## src/rtl/cpu_isa_pkg.sv

```systemverilog
// ============================================================================
// cpu_isa_pkg : opcode constants, field positions and decode classes
// Rev 1.0
// ============================================================================
`default_nettype none

package cpu_isa_pkg;

    localparam logic [5:0] OP_RTYPE = 6'b000000;
    localparam logic [5:0] OP_ADDI  = 6'b001000;
    localparam logic [5:0] OP_SLTI  = 6'b001010;
    localparam logic [5:0] OP_ANDI  = 6'b001100;
    localparam logic [5:0] OP_ORI   = 6'b001101;
    localparam logic [5:0] OP_LUI   = 6'b001111;
    localparam logic [5:0] OP_LW    = 6'b100011;
    localparam logic [5:0] OP_SW    = 6'b101011;
    localparam logic [5:0] OP_BEQ   = 6'b000100;
    localparam logic [5:0] OP_BNE   = 6'b000101;
    localparam logic [5:0] FUNC_JR  = 6'b001000;

    localparam int F_OP_HI  = 31;
    localparam int F_OP_LO  = 26;
    localparam int F_RS_HI  = 25;
    localparam int F_RS_LO  = 21;
    localparam int F_RT_HI  = 20;
    localparam int F_RT_LO  = 16;
    localparam int F_RD_HI  = 15;
    localparam int F_RD_LO  = 11;
    localparam int F_SH_HI  = 10;
    localparam int F_SH_LO  = 6;
    localparam int F_FN_HI  = 5;
    localparam int F_FN_LO  = 0;
    localparam int F_IMM_HI = 15;
    localparam int F_IMM_LO = 0;

    typedef enum logic [2:0] {
        CLS_R    = 3'd0,
        CLS_IMM  = 3'd1,
        CLS_LUI  = 3'd2,
        CLS_STBR = 3'd3,
        CLS_NOP  = 3'd4
    } decode_cls_e;

    function automatic decode_cls_e decode_class(input logic [5:0] op);
        decode_cls_e cls;
        case (op)
            OP_RTYPE:                                 cls = CLS_R;
            OP_ADDI, OP_SLTI, OP_ANDI, OP_ORI, OP_LW: cls = CLS_IMM;
            OP_LUI:                                   cls = CLS_LUI;
            OP_SW, OP_BEQ, OP_BNE:                    cls = CLS_STBR;
            default:                                  cls = CLS_NOP;
        endcase
        return cls;
    endfunction

endpackage

`default_nettype wire

```

## src/rtl/id_issue_stage_if.sv

```systemverilog
// ============================================================================
// id_issue_stage_if : fetch, ALU-bundle and writeback signals of the issue stage
// Rev 1.0
// ============================================================================
`default_nettype none

interface id_issue_stage_if #(
    parameter int DATA_W = 32,
    parameter int REG_AW = 5
) ();

    logic              IF_VALID;
    logic [31:0]       IF_INSTR;
    logic              IF_READY;
    logic              EX_VALID;
    logic              EX_READY;
    logic              FLUSH;
    logic [5:0]        OPCODE;
    logic [DATA_W-1:0] RS_VAL;
    logic [DATA_W-1:0] RT_VAL;
    logic [4:0]        SHAMT;
    logic [5:0]        FUNC;
    logic [15:0]       RAW_VAL;
    logic              DEST_EN;
    logic [REG_AW-1:0] DEST_ADDR;
    logic              WB_EN;
    logic [REG_AW-1:0] WB_ADDR;
    logic [DATA_W-1:0] WB_DATA;

    // Environment side: fetch, ALU and writeback source.
    modport master (
        output IF_VALID, IF_INSTR, EX_READY, FLUSH, WB_EN, WB_ADDR, WB_DATA,
        input  IF_READY, EX_VALID, OPCODE, RS_VAL, RT_VAL, SHAMT, FUNC,
               RAW_VAL, DEST_EN, DEST_ADDR
    );

    modport slave (
        input  IF_VALID, IF_INSTR, EX_READY, FLUSH, WB_EN, WB_ADDR, WB_DATA,
        output IF_READY, EX_VALID, OPCODE, RS_VAL, RT_VAL, SHAMT, FUNC,
               RAW_VAL, DEST_EN, DEST_ADDR
    );

endinterface

`default_nettype wire

```

## src/rtl/id_regfile.sv

```systemverilog
// ============================================================================
// id_regfile : 2R/1W register file, same-cycle writeback bypass, r0 = 0
// Rev 1.0
// ============================================================================
`default_nettype none

module id_regfile #(
    parameter int DATA_W = 32,
    parameter int REG_AW = 5
) (
    input  wire logic              CLK,
    input  wire logic              RST_N,
    input  wire logic [REG_AW-1:0] i_rd_addr_a,
    output logic      [DATA_W-1:0] o_rd_data_a,
    input  wire logic [REG_AW-1:0] i_rd_addr_b,
    output logic      [DATA_W-1:0] o_rd_data_b,
    input  wire logic              i_wr_en,
    input  wire logic [REG_AW-1:0] i_wr_addr,
    input  wire logic [DATA_W-1:0] i_wr_data
);

    localparam int NREG = 2**REG_AW;

    logic [DATA_W-1:0] r_mem [NREG];
    logic              w_wr;

    assign w_wr = i_wr_en && (i_wr_addr != '0);

    always_ff @(posedge CLK or negedge RST_N) begin
        if (!RST_N) begin
            for (int i = 0; i < NREG; i++) begin
                r_mem[i] <= '0;
            end
        end else if (w_wr) begin
            r_mem[i_wr_addr] <= i_wr_data;
        end
    end

    // A write landing this cycle is forwarded so the reader never sees stale data.
    always_comb begin
        o_rd_data_a = r_mem[i_rd_addr_a];
        if (i_rd_addr_a == '0) begin
            o_rd_data_a = '0;
        end else if (w_wr && (i_wr_addr == i_rd_addr_a)) begin
            o_rd_data_a = i_wr_data;
        end
    end

    always_comb begin
        o_rd_data_b = r_mem[i_rd_addr_b];
        if (i_rd_addr_b == '0) begin
            o_rd_data_b = '0;
        end else if (w_wr && (i_wr_addr == i_rd_addr_b)) begin
            o_rd_data_b = i_wr_data;
        end
    end

endmodule

`default_nettype wire

```

## src/rtl/id_issue_stage.sv

```systemverilog
// ============================================================================
// id_issue_stage : decode, hazard scoreboard and registered issue slot to ALU
// Rev 1.0
// ============================================================================
`default_nettype none

module id_issue_stage
    import cpu_isa_pkg::*;
#(
    parameter int DATA_W = 32,
    parameter int REG_AW = 5
) (
    input  wire logic     CLK,
    input  wire logic     RST_N,
    id_issue_stage_if.slave bus
);

    localparam int NREG = 2**REG_AW;

    logic [5:0]        w_op;
    logic [REG_AW-1:0] w_rs;
    logic [REG_AW-1:0] w_rt;
    logic [REG_AW-1:0] w_rd;
    logic [4:0]        w_shamt;
    logic [5:0]        w_func;
    logic [15:0]       w_imm;
    decode_cls_e       w_cls;

    logic              w_use_rs;
    logic              w_use_rt;
    logic              w_has_dest;
    logic [REG_AW-1:0] w_dest_raw;
    logic              w_dest_en;

    logic [NREG-1:0]   r_sb;
    logic [NREG-1:0]   w_wb_clr;
    logic [NREG-1:0]   w_sb_set;
    logic [NREG-1:0]   w_busy;
    logic              w_stall;
    logic              w_slot_free;
    logic              w_if_ready;
    logic              w_accept;

    logic [DATA_W-1:0] w_rs_val;
    logic [DATA_W-1:0] w_rt_val;

    logic              r_ex_valid;
    logic [5:0]        r_opcode;
    logic [DATA_W-1:0] r_rs_val;
    logic [DATA_W-1:0] r_rt_val;
    logic [4:0]        r_shamt;
    logic [5:0]        r_func;
    logic [15:0]       r_raw_val;
    logic              r_dest_en;
    logic [REG_AW-1:0] r_dest_addr;

    assign w_op    = bus.IF_INSTR[F_OP_HI:F_OP_LO];
    assign w_rs    = REG_AW'(bus.IF_INSTR[F_RS_HI:F_RS_LO]);
    assign w_rt    = REG_AW'(bus.IF_INSTR[F_RT_HI:F_RT_LO]);
    assign w_rd    = REG_AW'(bus.IF_INSTR[F_RD_HI:F_RD_LO]);
    assign w_shamt = bus.IF_INSTR[F_SH_HI:F_SH_LO];
    assign w_func  = bus.IF_INSTR[F_FN_HI:F_FN_LO];
    assign w_imm   = bus.IF_INSTR[F_IMM_HI:F_IMM_LO];
    assign w_cls   = decode_class(w_op);

    always_comb begin
        w_use_rs   = 1'b0;
        w_use_rt   = 1'b0;
        w_has_dest = 1'b0;
        w_dest_raw = w_rt;
        case (w_cls)
            CLS_R: begin
                w_use_rs   = 1'b1;
                w_use_rt   = 1'b1;
                w_has_dest = (w_func != FUNC_JR);
                w_dest_raw = w_rd;
            end
            CLS_IMM: begin
                w_use_rs   = 1'b1;
                w_has_dest = 1'b1;
            end
            CLS_LUI: begin
                w_has_dest = 1'b1;
            end
            CLS_STBR: begin
                w_use_rs = 1'b1;
                w_use_rt = 1'b1;
            end
            default: begin
            end
        endcase
    end

    assign w_dest_en = w_has_dest && (w_dest_raw != '0);

    always_comb begin
        w_wb_clr = '0;
        if (bus.WB_EN) begin
            w_wb_clr[bus.WB_ADDR] = 1'b1;
        end
    end

    always_comb begin
        w_sb_set = '0;
        if (w_accept && w_dest_en) begin
            w_sb_set[w_dest_raw] = 1'b1;
        end
    end

    // A register retiring this cycle is already readable through the bypass.
    assign w_busy = r_sb & ~w_wb_clr;

    assign w_stall = (w_use_rs  && w_busy[w_rs])
                  || (w_use_rt  && w_busy[w_rt])
                  || (w_dest_en && w_busy[w_dest_raw]);

    assign w_slot_free = !r_ex_valid || bus.EX_READY;
    assign w_if_ready  = bus.FLUSH || (w_slot_free && !w_stall);
    assign w_accept    = bus.IF_VALID && w_if_ready && !bus.FLUSH;

    id_regfile #(
        .DATA_W (DATA_W),
        .REG_AW (REG_AW)
    ) u_regfile (
        .CLK         (CLK),
        .RST_N       (RST_N),
        .i_rd_addr_a (w_rs),
        .o_rd_data_a (w_rs_val),
        .i_rd_addr_b (w_rt),
        .o_rd_data_b (w_rt_val),
        .i_wr_en     (bus.WB_EN),
        .i_wr_addr   (bus.WB_ADDR),
        .i_wr_data   (bus.WB_DATA)
    );

    // Set after clear so a bypassed re-issue of the same dest stays pending.
    always_ff @(posedge CLK or negedge RST_N) begin
        if (!RST_N) begin
            r_sb <= '0;
        end else begin
            r_sb <= (r_sb & ~w_wb_clr) | w_sb_set;
        end
    end

    always_ff @(posedge CLK or negedge RST_N) begin
        if (!RST_N) begin
            r_ex_valid  <= 1'b0;
            r_opcode    <= '0;
            r_rs_val    <= '0;
            r_rt_val    <= '0;
            r_shamt     <= '0;
            r_func      <= '0;
            r_raw_val   <= '0;
            r_dest_en   <= 1'b0;
            r_dest_addr <= '0;
        end else if (w_accept) begin
            r_ex_valid  <= 1'b1;
            r_opcode    <= w_op;
            r_rs_val    <= w_rs_val;
            r_rt_val    <= w_rt_val;
            r_shamt     <= w_shamt;
            r_func      <= w_func;
            r_raw_val   <= w_imm;
            r_dest_en   <= w_dest_en;
            r_dest_addr <= w_dest_raw;
        end else if (bus.EX_READY) begin
            r_ex_valid  <= 1'b0;
        end
    end

    assign bus.IF_READY  = w_if_ready;
    assign bus.EX_VALID  = r_ex_valid;
    assign bus.OPCODE    = r_opcode;
    assign bus.RS_VAL    = r_rs_val;
    assign bus.RT_VAL    = r_rt_val;
    assign bus.SHAMT     = r_shamt;
    assign bus.FUNC      = r_func;
    assign bus.RAW_VAL   = r_raw_val;
    assign bus.DEST_EN   = r_dest_en;
    assign bus.DEST_ADDR = r_dest_addr;

endmodule

`default_nettype wire

```

## src/flat_wrapper.sv

```systemverilog
// flat-port wrapper written by rule: the top's interface ports become plain ports
module id_issue_stage_flat import cpu_isa_pkg::*;
#(
    parameter int DATA_W = 32,
    parameter int REG_AW = 5
)
  (CLK, RST_N, bus_IF_VALID, bus_IF_INSTR, bus_EX_READY, bus_FLUSH, bus_WB_EN, bus_WB_ADDR, bus_WB_DATA, bus_IF_READY, bus_EX_VALID, bus_OPCODE, bus_RS_VAL, bus_RT_VAL, bus_SHAMT, bus_FUNC, bus_RAW_VAL, bus_DEST_EN, bus_DEST_ADDR);
  id_issue_stage_if #(.DATA_W(DATA_W), .REG_AW(REG_AW)) bus_i ();
  input  wire logic CLK;
  input  wire logic RST_N;
  input wire logic [$bits(bus_i.IF_VALID)-1:0] bus_IF_VALID;
  input wire logic [$bits(bus_i.IF_INSTR)-1:0] bus_IF_INSTR;
  input wire logic [$bits(bus_i.EX_READY)-1:0] bus_EX_READY;
  input wire logic [$bits(bus_i.FLUSH)-1:0] bus_FLUSH;
  input wire logic [$bits(bus_i.WB_EN)-1:0] bus_WB_EN;
  input wire logic [$bits(bus_i.WB_ADDR)-1:0] bus_WB_ADDR;
  input wire logic [$bits(bus_i.WB_DATA)-1:0] bus_WB_DATA;
  output wire logic [$bits(bus_i.IF_READY)-1:0] bus_IF_READY;
  output wire logic [$bits(bus_i.EX_VALID)-1:0] bus_EX_VALID;
  output wire logic [$bits(bus_i.OPCODE)-1:0] bus_OPCODE;
  output wire logic [$bits(bus_i.RS_VAL)-1:0] bus_RS_VAL;
  output wire logic [$bits(bus_i.RT_VAL)-1:0] bus_RT_VAL;
  output wire logic [$bits(bus_i.SHAMT)-1:0] bus_SHAMT;
  output wire logic [$bits(bus_i.FUNC)-1:0] bus_FUNC;
  output wire logic [$bits(bus_i.RAW_VAL)-1:0] bus_RAW_VAL;
  output wire logic [$bits(bus_i.DEST_EN)-1:0] bus_DEST_EN;
  output wire logic [$bits(bus_i.DEST_ADDR)-1:0] bus_DEST_ADDR;
  assign bus_i.IF_VALID = bus_IF_VALID;
  assign bus_i.IF_INSTR = bus_IF_INSTR;
  assign bus_i.EX_READY = bus_EX_READY;
  assign bus_i.FLUSH = bus_FLUSH;
  assign bus_i.WB_EN = bus_WB_EN;
  assign bus_i.WB_ADDR = bus_WB_ADDR;
  assign bus_i.WB_DATA = bus_WB_DATA;
  assign bus_IF_READY = bus_i.IF_READY;
  assign bus_EX_VALID = bus_i.EX_VALID;
  assign bus_OPCODE = bus_i.OPCODE;
  assign bus_RS_VAL = bus_i.RS_VAL;
  assign bus_RT_VAL = bus_i.RT_VAL;
  assign bus_SHAMT = bus_i.SHAMT;
  assign bus_FUNC = bus_i.FUNC;
  assign bus_RAW_VAL = bus_i.RAW_VAL;
  assign bus_DEST_EN = bus_i.DEST_EN;
  assign bus_DEST_ADDR = bus_i.DEST_ADDR;
  id_issue_stage #(.DATA_W(DATA_W), .REG_AW(REG_AW)) u_core (.CLK(CLK), .RST_N(RST_N), .bus(bus_i));
endmodule
```

## config.mk

```make
export PLATFORM = sky130hd
export DESIGN_NAME = id_issue_stage_flat
export DESIGN_NICKNAME = d
export VERILOG_FILES = /design/src/rtl/cpu_isa_pkg.sv /design/src/rtl/id_issue_stage_if.sv /design/src/rtl/id_regfile.sv /design/src/rtl/id_issue_stage.sv /design/src/flat_wrapper.sv
export SDC_FILE = /design/constraint.sdc
export NUM_CORES = 2
export LEC_CHECK = 0
export BUFFER_PORTS_ARGS = -buffer_cell sky130_fd_sc_hd__buf_2
export CAP_MARGIN = 20
export CORE_MARGIN = 10
export CORE_UTILIZATION = 60
export CTS_CLUSTER_DIAMETER = 200
export DETAILED_ROUTE_END_ITERATION = 8
export PLACE_DENSITY = 0.76
export SETUP_SLACK_MARGIN = 0.3
export SLEW_MARGIN = 10
export SYNTH_ARGS = -nofsm -noshare
export SYNTH_HDL_FRONTEND = slang
export SYNTH_HIERARCHICAL = 1
export SYNTH_SLANG_ARGS = --single-unit
```

## constraint.sdc

```tcl
create_clock -name CLK -period 11.45 [get_ports CLK]
set_input_delay 2.29 -clock CLK [delete_from_list [all_inputs] [get_ports CLK]]
set_output_delay 2.29 -clock CLK [all_outputs]
set_load 0.03 [all_outputs]
```

# --- Word level (Yosys, flattened, before mapping) ---
# Index checks and enable logic that the tools add are counted.
op_classes:
  n_lt_le_gt_ge: 10
  n_eq_ne: 15
  n_mux: 32
  bitwise: 6
  reduce_logical: 33
ops:
  columns: ["op", "count"]
  rows:
  - ["1024-bit bitwise mux", 1]
  - ["32-bit 2-to-1 mux", 11]
  - ["32-bit binary-select mux with 5-bit select", 2]
  - ["32-bit demux with 5-bit select", 1]
  - ["32-bit AND", 1]
  - ["32-bit inverter", 1]
  - ["32-bit bitwise OR", 1]
  - ["6-bit by 4-bit == test with 1-bit output, second input constant", 5]
  - ["5-bit by 6-bit < comparator with 1-bit output, second input constant", 4]
  - ["6-bit greater-or-equal comparator, second input constant", 3]
  - ["5-bit inverter with 6-bit output", 3]
  - ["1-bit binary-select mux with 5-bit select", 3]
  - ["1-bit logical AND", 14]
  - ["6-bit by 3-bit == test with 1-bit output, second input constant", 2]
  - ["6-bit == test, second input constant", 2]
  - ["3-bit one-hot mux with 4 select lines", 1]
  - ["1-bit demux with 5-bit select", 2]
  - ["5-bit == test", 2]
  - ["5-bit by 1-bit greater-or-equal comparator with 1-bit output, second input constant", 2]
  - ["5-bit logical NOT", 2]
  - ["5-bit nonzero test", 2]
  - ["1-bit 2-to-1 mux", 9]
  - ["3-bit by 2-bit == test with 1-bit output, second input constant", 2]
  - ["6-bit logical NOT", 1]
  - ["other kinds (12)", 19]
totals:
  register_bits: 1160
  in_bits: 75
  out_inout_bits: 105
  elab_cells: 138

# --- Logic depth before layout (Yosys ltp) ---
depth:
  word_depth: 20
  depth_mapped: 13
  depth_no_buf: 10

# --- Cells and area by module ---
# The synthesis kept the hierarchy.
by_module_without_submodules:
  columns: ["module", "n_inst", "cells_each", "area_each_um2", "seq_area_each_um2"]
  rows:
  - ["id_regfile", 1, 3940, 55191.7, 25624.6]
  - ["id_issue_stage", 1, 500, 6443.7, 3128.0]

# --- Least setup slack after synthesis ---
# OpenSTA, ideal clock, no wires.
synth_path:
  path_kind: "input-to-output"
  start: "input bus_IF_INSTR[27]"
  end: "output bus_IF_READY"
  arrival_ns: 4.734
  t_required_ns: 9.160
  path_slack_ns: 4.426
  cell_stages: 9
  path_cell_list: "or4_4 -> o21ai_4 -> nand2_4 -> mux2_4 -> a221o_1 -> a311o_1 -> o31a_1 -> nand2b_1 -> nand2b_1"
synth_between:
  elab_chain_len: 12
synth_lines:
  columns: ["item", "line_no", "source"]
  rows:
  - ["start, declared", "flat_wrapper.sv:12", "input wire logic [$bits(bus_i.IF_INSTR)-1:0] bus_IF_INSTR;"]
  - ["6-bit by 4-bit == test with 1-bit output, or another cell as far along", "cpu_isa_pkg.sv:46", "case (op)"]
  - ["5-bit OR reduction / 3-bit OR reduction (equally long branches)", "cpu_isa_pkg.sv:46", null]
  - ["3-bit one-hot mux with 4 select lines (*)", "cpu_isa_pkg.sv:46", null]
  - ["3-bit logical NOT, or another cell as far along", "id_issue_stage.sv:71", "case (w_cls)"]
  - ["5-bit 2-to-1 mux, or another cell as far along", "id_issue_stage.sv:71", null]
  - ["1-bit binary-select mux with 5-bit select, or another cell as far along", "id_issue_stage.sv:115", "|| (w_dest_en && w_busy[w_dest_raw]);"]
  - ["1-bit 2-to-1 mux (not written as such), or another cell as far along", "id_issue_stage.sv:115", null]
  - ["1-bit logical AND / 1-bit logical OR (equally long branches)", "id_issue_stage.sv:115, id_issue_stage.sv:114", null]
  - ["1-bit logical OR (*)", "id_issue_stage.sv:115", null]
  - ["1-bit logical NOT (*)", "id_issue_stage.sv:118", "assign w_if_ready = bus.FLUSH || (w_slot_free && !w_stall);"]
  - ["1-bit logical AND (*)", "id_issue_stage.sv:118", null]
  - ["1-bit logical OR (*)", "id_issue_stage.sv:118", null]
  - ["end, declared", "flat_wrapper.sv:18", "output wire logic [$bits(bus_i.IF_READY)-1:0] bus_IF_READY;"]
# Mark *: on every way between the ends. The rest lies on a longest branch, timed or not. The select of a mux whose other input is x is not followed.

# --- Worst setup path after layout ---
# Same ends and word-level chain as after synthesis.

==> results list <==
- Summing the areas of all xor and xnor instances in the mapped netlist gives less than 1% of the synthesized area.
- Max IR drop VDD: ~0.00014 V
- On the final layout, the worst clock skew is 0.0369 ns.
- In this run the most critical hold path is launched from u_core/u_regfile/r_mem[1010].
- Setup Slack @ Placement: approximately 3.1 ns
- Library cell contributing the largest single delay on the critical path: sky130_fd_sc_hd__mux2i_1
- Counting every sink on the clock net gives approximately 1100.
* Antenna-violating nets left: 0
- After global routing the overflow that remains totals 0.
- Die Ht: 341 um
* Combined area of all synthesized cells: 0.0616 mm2
* Clock tree from TritonCTS: yes
- The min-delay analysis places its worst path in the category register to register.
- The via count of the first global-routing pass came to approximately 43000.
* Critical path class: input port to output port
* Fraction of power consumed by the clock network: 34.1%
- First-pass GRT wire length: 288000 um
- From synthesis to final layout, the design area changed by 9.15%.
* RSZ-0062 raised after global routing: no
* Count of filler cells inserted in the layout: 7316
* Endpoint class of the critical path: output port
- The analysis attributes to net switching a power of 3.47 mW.
- Post-route worst setup slack: 3.31 ns
* Top cell type's share of synthesized area: a little under half
- Number of flops mapped to enable cells by yosys: 0
- Worst endpoint required time: 9.16 ns
- The internal power of the cells totals 8.68 mW.
- Overall global routing resource usage: 33.1%
- Of the cells placed in the final design, the portion with a size suffix greater than 1 is 45.6%.
* Total power: 12.2 mW
- On the critical path the largest part of the delay comes from compound AO/OA/AOI/OAI gates.
- Setup violations remaining at the end of the flow were counted as 0.
- The tree is rooted in a sky130_fd_sc_hd__clkbuf_16.
- DIE WIDTH: 341 um
- Skew-Pair Late Insertion Delay: about 0.73 ns
- The final layout contains routed wiring with a total length of 196000 um.
* Most frequently used flop master after synthesis: sky130_fd_sc_hd__dfrtp_1
- Buffers added to address setup during post-CTS repair amount to 0.
- Hold_buf cts: 0
- Summing all placed instances gives a cell area of 0.0630 mm2.
* Power share of the sequential group: 44.5%
- Final period utilization: 71.1%
- Cell depth of the worst min-delay path: 0
- Buffers placed on the I/O ports in this run total 179.
* Crit start category: input port
* Worst reg2reg endpoint: u_core/bus.RS_VAL[0]
* Hold endpoint: u_core/u_regfile/r_mem[1010]
- CTS clk-pin slew, worst paths: roughly 0.06 ns
- For the pin with the worst max-slew slack, the measured transition is 1.22 ns.
- PwrDens: between 150 and 200 mW/mm2
- Most used standard cell by instance count after synthesis: sky130_fd_sc_hd__dfrtp_1
- Summing the areas of all and, or, nand and nor instances in the mapped netlist gives 2.87% of the synthesized area.
- Worst EP arrival: 5.85 ns
* Pins over their slew limit: 0
* Part of the Yosys area used for sequential elements: 46.6%
- The routed layout has 42500 vias.
* Depth of the CTS H-tree: 3
* Rows: 117
- Entering global routing, the biggest net connects 168 pins.
* Critical path cell sequence: buf_2, nor4_2, nand2_2, mux2i_1, o22ai_2, a221o_1, a311o_1, o31a_1, nand2b_1, nand2b_1, buf_2
- The startpoint identified for the worst register-to-register timing path is u_core/r_sb[25].
- Synthesis warning total: 6
* Switch share: roughly 29%
* Lkg Pwr: between 20 and 30 nW
- Synthesized netlist net count: 4515
* Initial antenna violation count: 14
- Highest clock frequency the design can meet: roughly 0.12 GHz
- Mux contribution to synthesized area: between 30 and 40%
- CP bufs+invs: 2
- The die covers 0.116 mm2.
* Non-Filler Cell Area, Final: between 0.06 and 0.07 mm2
* Post-cts resize count: 0
- Avg Inst Size Synth: between 10 and 15 um2
- Fin nets: roughly 4400
- The pre-antenna-repair detailed-routing pass consisted of 6 iterations.
* Top cells by instance count after synthesis: sky130_fd_sc_hd__dfrtp_1 (1149), sky130_fd_sc_hd__mux2_2 (1085), sky130_fd_sc_hd__mux4_2 (358)
- For this design the top-level I/O count stands at 180.
- By area the synthesized netlist is led by sky130_fd_sc_hd__dfrtp_1 (47%), sky130_fd_sc_hd__mux2_2 (20%), sky130_fd_sc_hd__mux4_2 (13%).
- The flow ran to the end, and the final reports show no timing, DRC or antenna violations.
- #FFs+latches synth: 1149
- Routability-driven placement finished with a final weighted congestion of between 0.8 and 0.9.
* Asr flop ratio synth: 100%
* DRC violations left: 0
* Slowest cell delay on critical path: 0.87 ns
- First DRT Iteration DRCs: 5443
- Summing the areas of all compound-gate instances in the mapped netlist gives 6.87% of the synthesized area.
- After floorplanning, the core was sized to cover 0.102 mm2.
- Across the run, the number of max-cap violations was 0.
- Of all cell types, the one taking the most synthesized area is sky130_fd_sc_hd__dfrtp_1.
- Number of distinct library cells after synthesis: 76
- Dominant combinational cell family by area after synthesis: multiplexers
- Worst reg-to-reg path cell count: 9
- Post-Route Utilization: 66.0%
- Subtracting the final worst setup slack from the clock period gives 8.14 ns.
- Starting density of the core: 60.5%
- Buffers inserted during clock tree synthesis total 119.
- Final hold vios: 0
- Summing the areas of all fa, ha and maj instances in the mapped netlist gives 0% of the synthesized area.
* Detailed-route wire length per cell: about 34 um
* Combinational cell fraction of total power: 21.4%
- Synthesized instance count: 4440
- Headroom to the max-slew limit came out at approximately 18%.
- After detailed routing, the number of vias per cell comes to 7.30.
- Setup total negative slack on the finished layout was measured at 0 ns.
* Critical Path Fanout Max: 22
- The clock passes through at most 3 buffers.
* Worst setup slack for register-to-register paths: 7.44 ns
- Half-perimeter wire length of the detailed placement result: 109000 um
power groups by stage:
stage	clock, mW	combinational (mW)	sequential [mW]
final	4.14	2.60	5.41
after CTS	4.17	2.58	5.39
after global placement	0	2.51	5.40
after detailed placement	0	2.57	5.45
after global routing	4.35	2.76	5.50
after floorplan	0	1.79	5.45
metrics by stage:
step	hold slack [ns]	instances
6_report	0.393	5824
5_1_grt	0.407	5823
4_1_cts	0.396	5820
3_5_place_dp	0.382	5596
3_3_place_gp	0.377	5596
2_1_floorplan	0.441	4440
registers in the layout, summed over array words and instances, names as in the netlist:
signal	count
u_core/u_regfile/r_mem	1024
u_core/bus.RS_VAL	32
u_core/bus.RT_VAL	32
u_core/r_sb	32
u_core/bus.RAW_VAL	7
u_core/bus.OPCODE	6
u_core/bus.DEST_ADDR	5
u_core/bus.FUNC	5
u_core/bus.SHAMT	4
u_core/bus.DEST_EN	1
u_core/bus.EX_VALID	1
worst register-to-register path: stages, from the launching register on:
cell	delay, ns
sky130_fd_sc_hd__dfrtp_1	0.39
sky130_fd_sc_hd__o21ai_0	0.22
sky130_fd_sc_hd__mux4_2	0.35
sky130_fd_sc_hd__o22ai_1	0.14
sky130_fd_sc_hd__nor4_1	0.29
sky130_fd_sc_hd__nor3_1	0.12
sky130_fd_sc_hd__nor3b_2	0.46
sky130_fd_sc_hd__and2_4	0.68
sky130_fd_sc_hd__buf_4	0.67
sky130_fd_sc_hd__mux2_2	0.56
worst max path at each step:
stage | startpoint | endpoint | depth (start not counted)
floorplan | bus_IF_INSTR[27] | bus_IF_READY | 9
global placement | bus_IF_INSTR[27] | bus_IF_READY | 11
detailed placement | bus_IF_INSTR[27] | bus_IF_READY | 11
CTS | bus_IF_INSTR[27] | bus_IF_READY | 11
global route | bus_IF_INSTR[27] | bus_IF_READY | 11
finish | bus_IF_INSTR[27] | bus_IF_READY | 11
cells by family after synthesis:
group,Yosys count
DFF,1149
xor gates and xnor gates,10
AOI/OAI and AO/OA,597
buffers and inverters,490
and+or+nand+nor,355
muxes,1839
cells in the final DEF, fill, tap and decap left out, drive strengths merged, types with 5 or more instances in the layout:
master,synthesis,final
dfrtp,1149,1149
mux2,1130,1130
mux4,358,358
mux2i,351,351
buf,224,271
clkbuf,257,174
nand2,134,134
o21ai,102,102
a21oi,93,93
a22oi,87,87
nor2,74,74
o22ai,58,58
a211oi,44,44
o221ai,39,39
clkinv,3,34
a32o,31,31
o211ai,28,28
o41ai,23,23
nand3,22,22
a221oi,22,22
a221o,22,22
nand2b,22,22
nor2b,20,20
nor3,17,17
bufinv,0,15
nand4,11,11
nand3b,8,8
xnor2,8,8
a211o,8,8
inv,6,8
or2,7,7
a32oi,7,7
a31oi,6,6
o211a,6,6
and2,6,6
nor3b,6,6
nor4,5,5
area by class of cell:
class,instances,area [um2],area share (%)
sequential,1149,28800,42.7
clock buffer,174,3550,5.27
timing repair buffer,271,1780,2.65
antenna,2,5.00,0.00744
inverter,9,33.8,0.0502
tap,1368,1710,2.54
clock inverter,50,649,0.965
multi-input combinational,2801,30800,45.8
metal layers:
metal	part of all wire, %	wire (um)	up-vias	track usage (%)
li1	-	-	16900	-
met5	0.057	112	-	0
met2	45	88300	2625	50.3
met3	11	21500	607	8.42
met4	5.5	10700	16	15.7
met1	38	75200	22400	44.4
(Power assumes the default switching activity.)
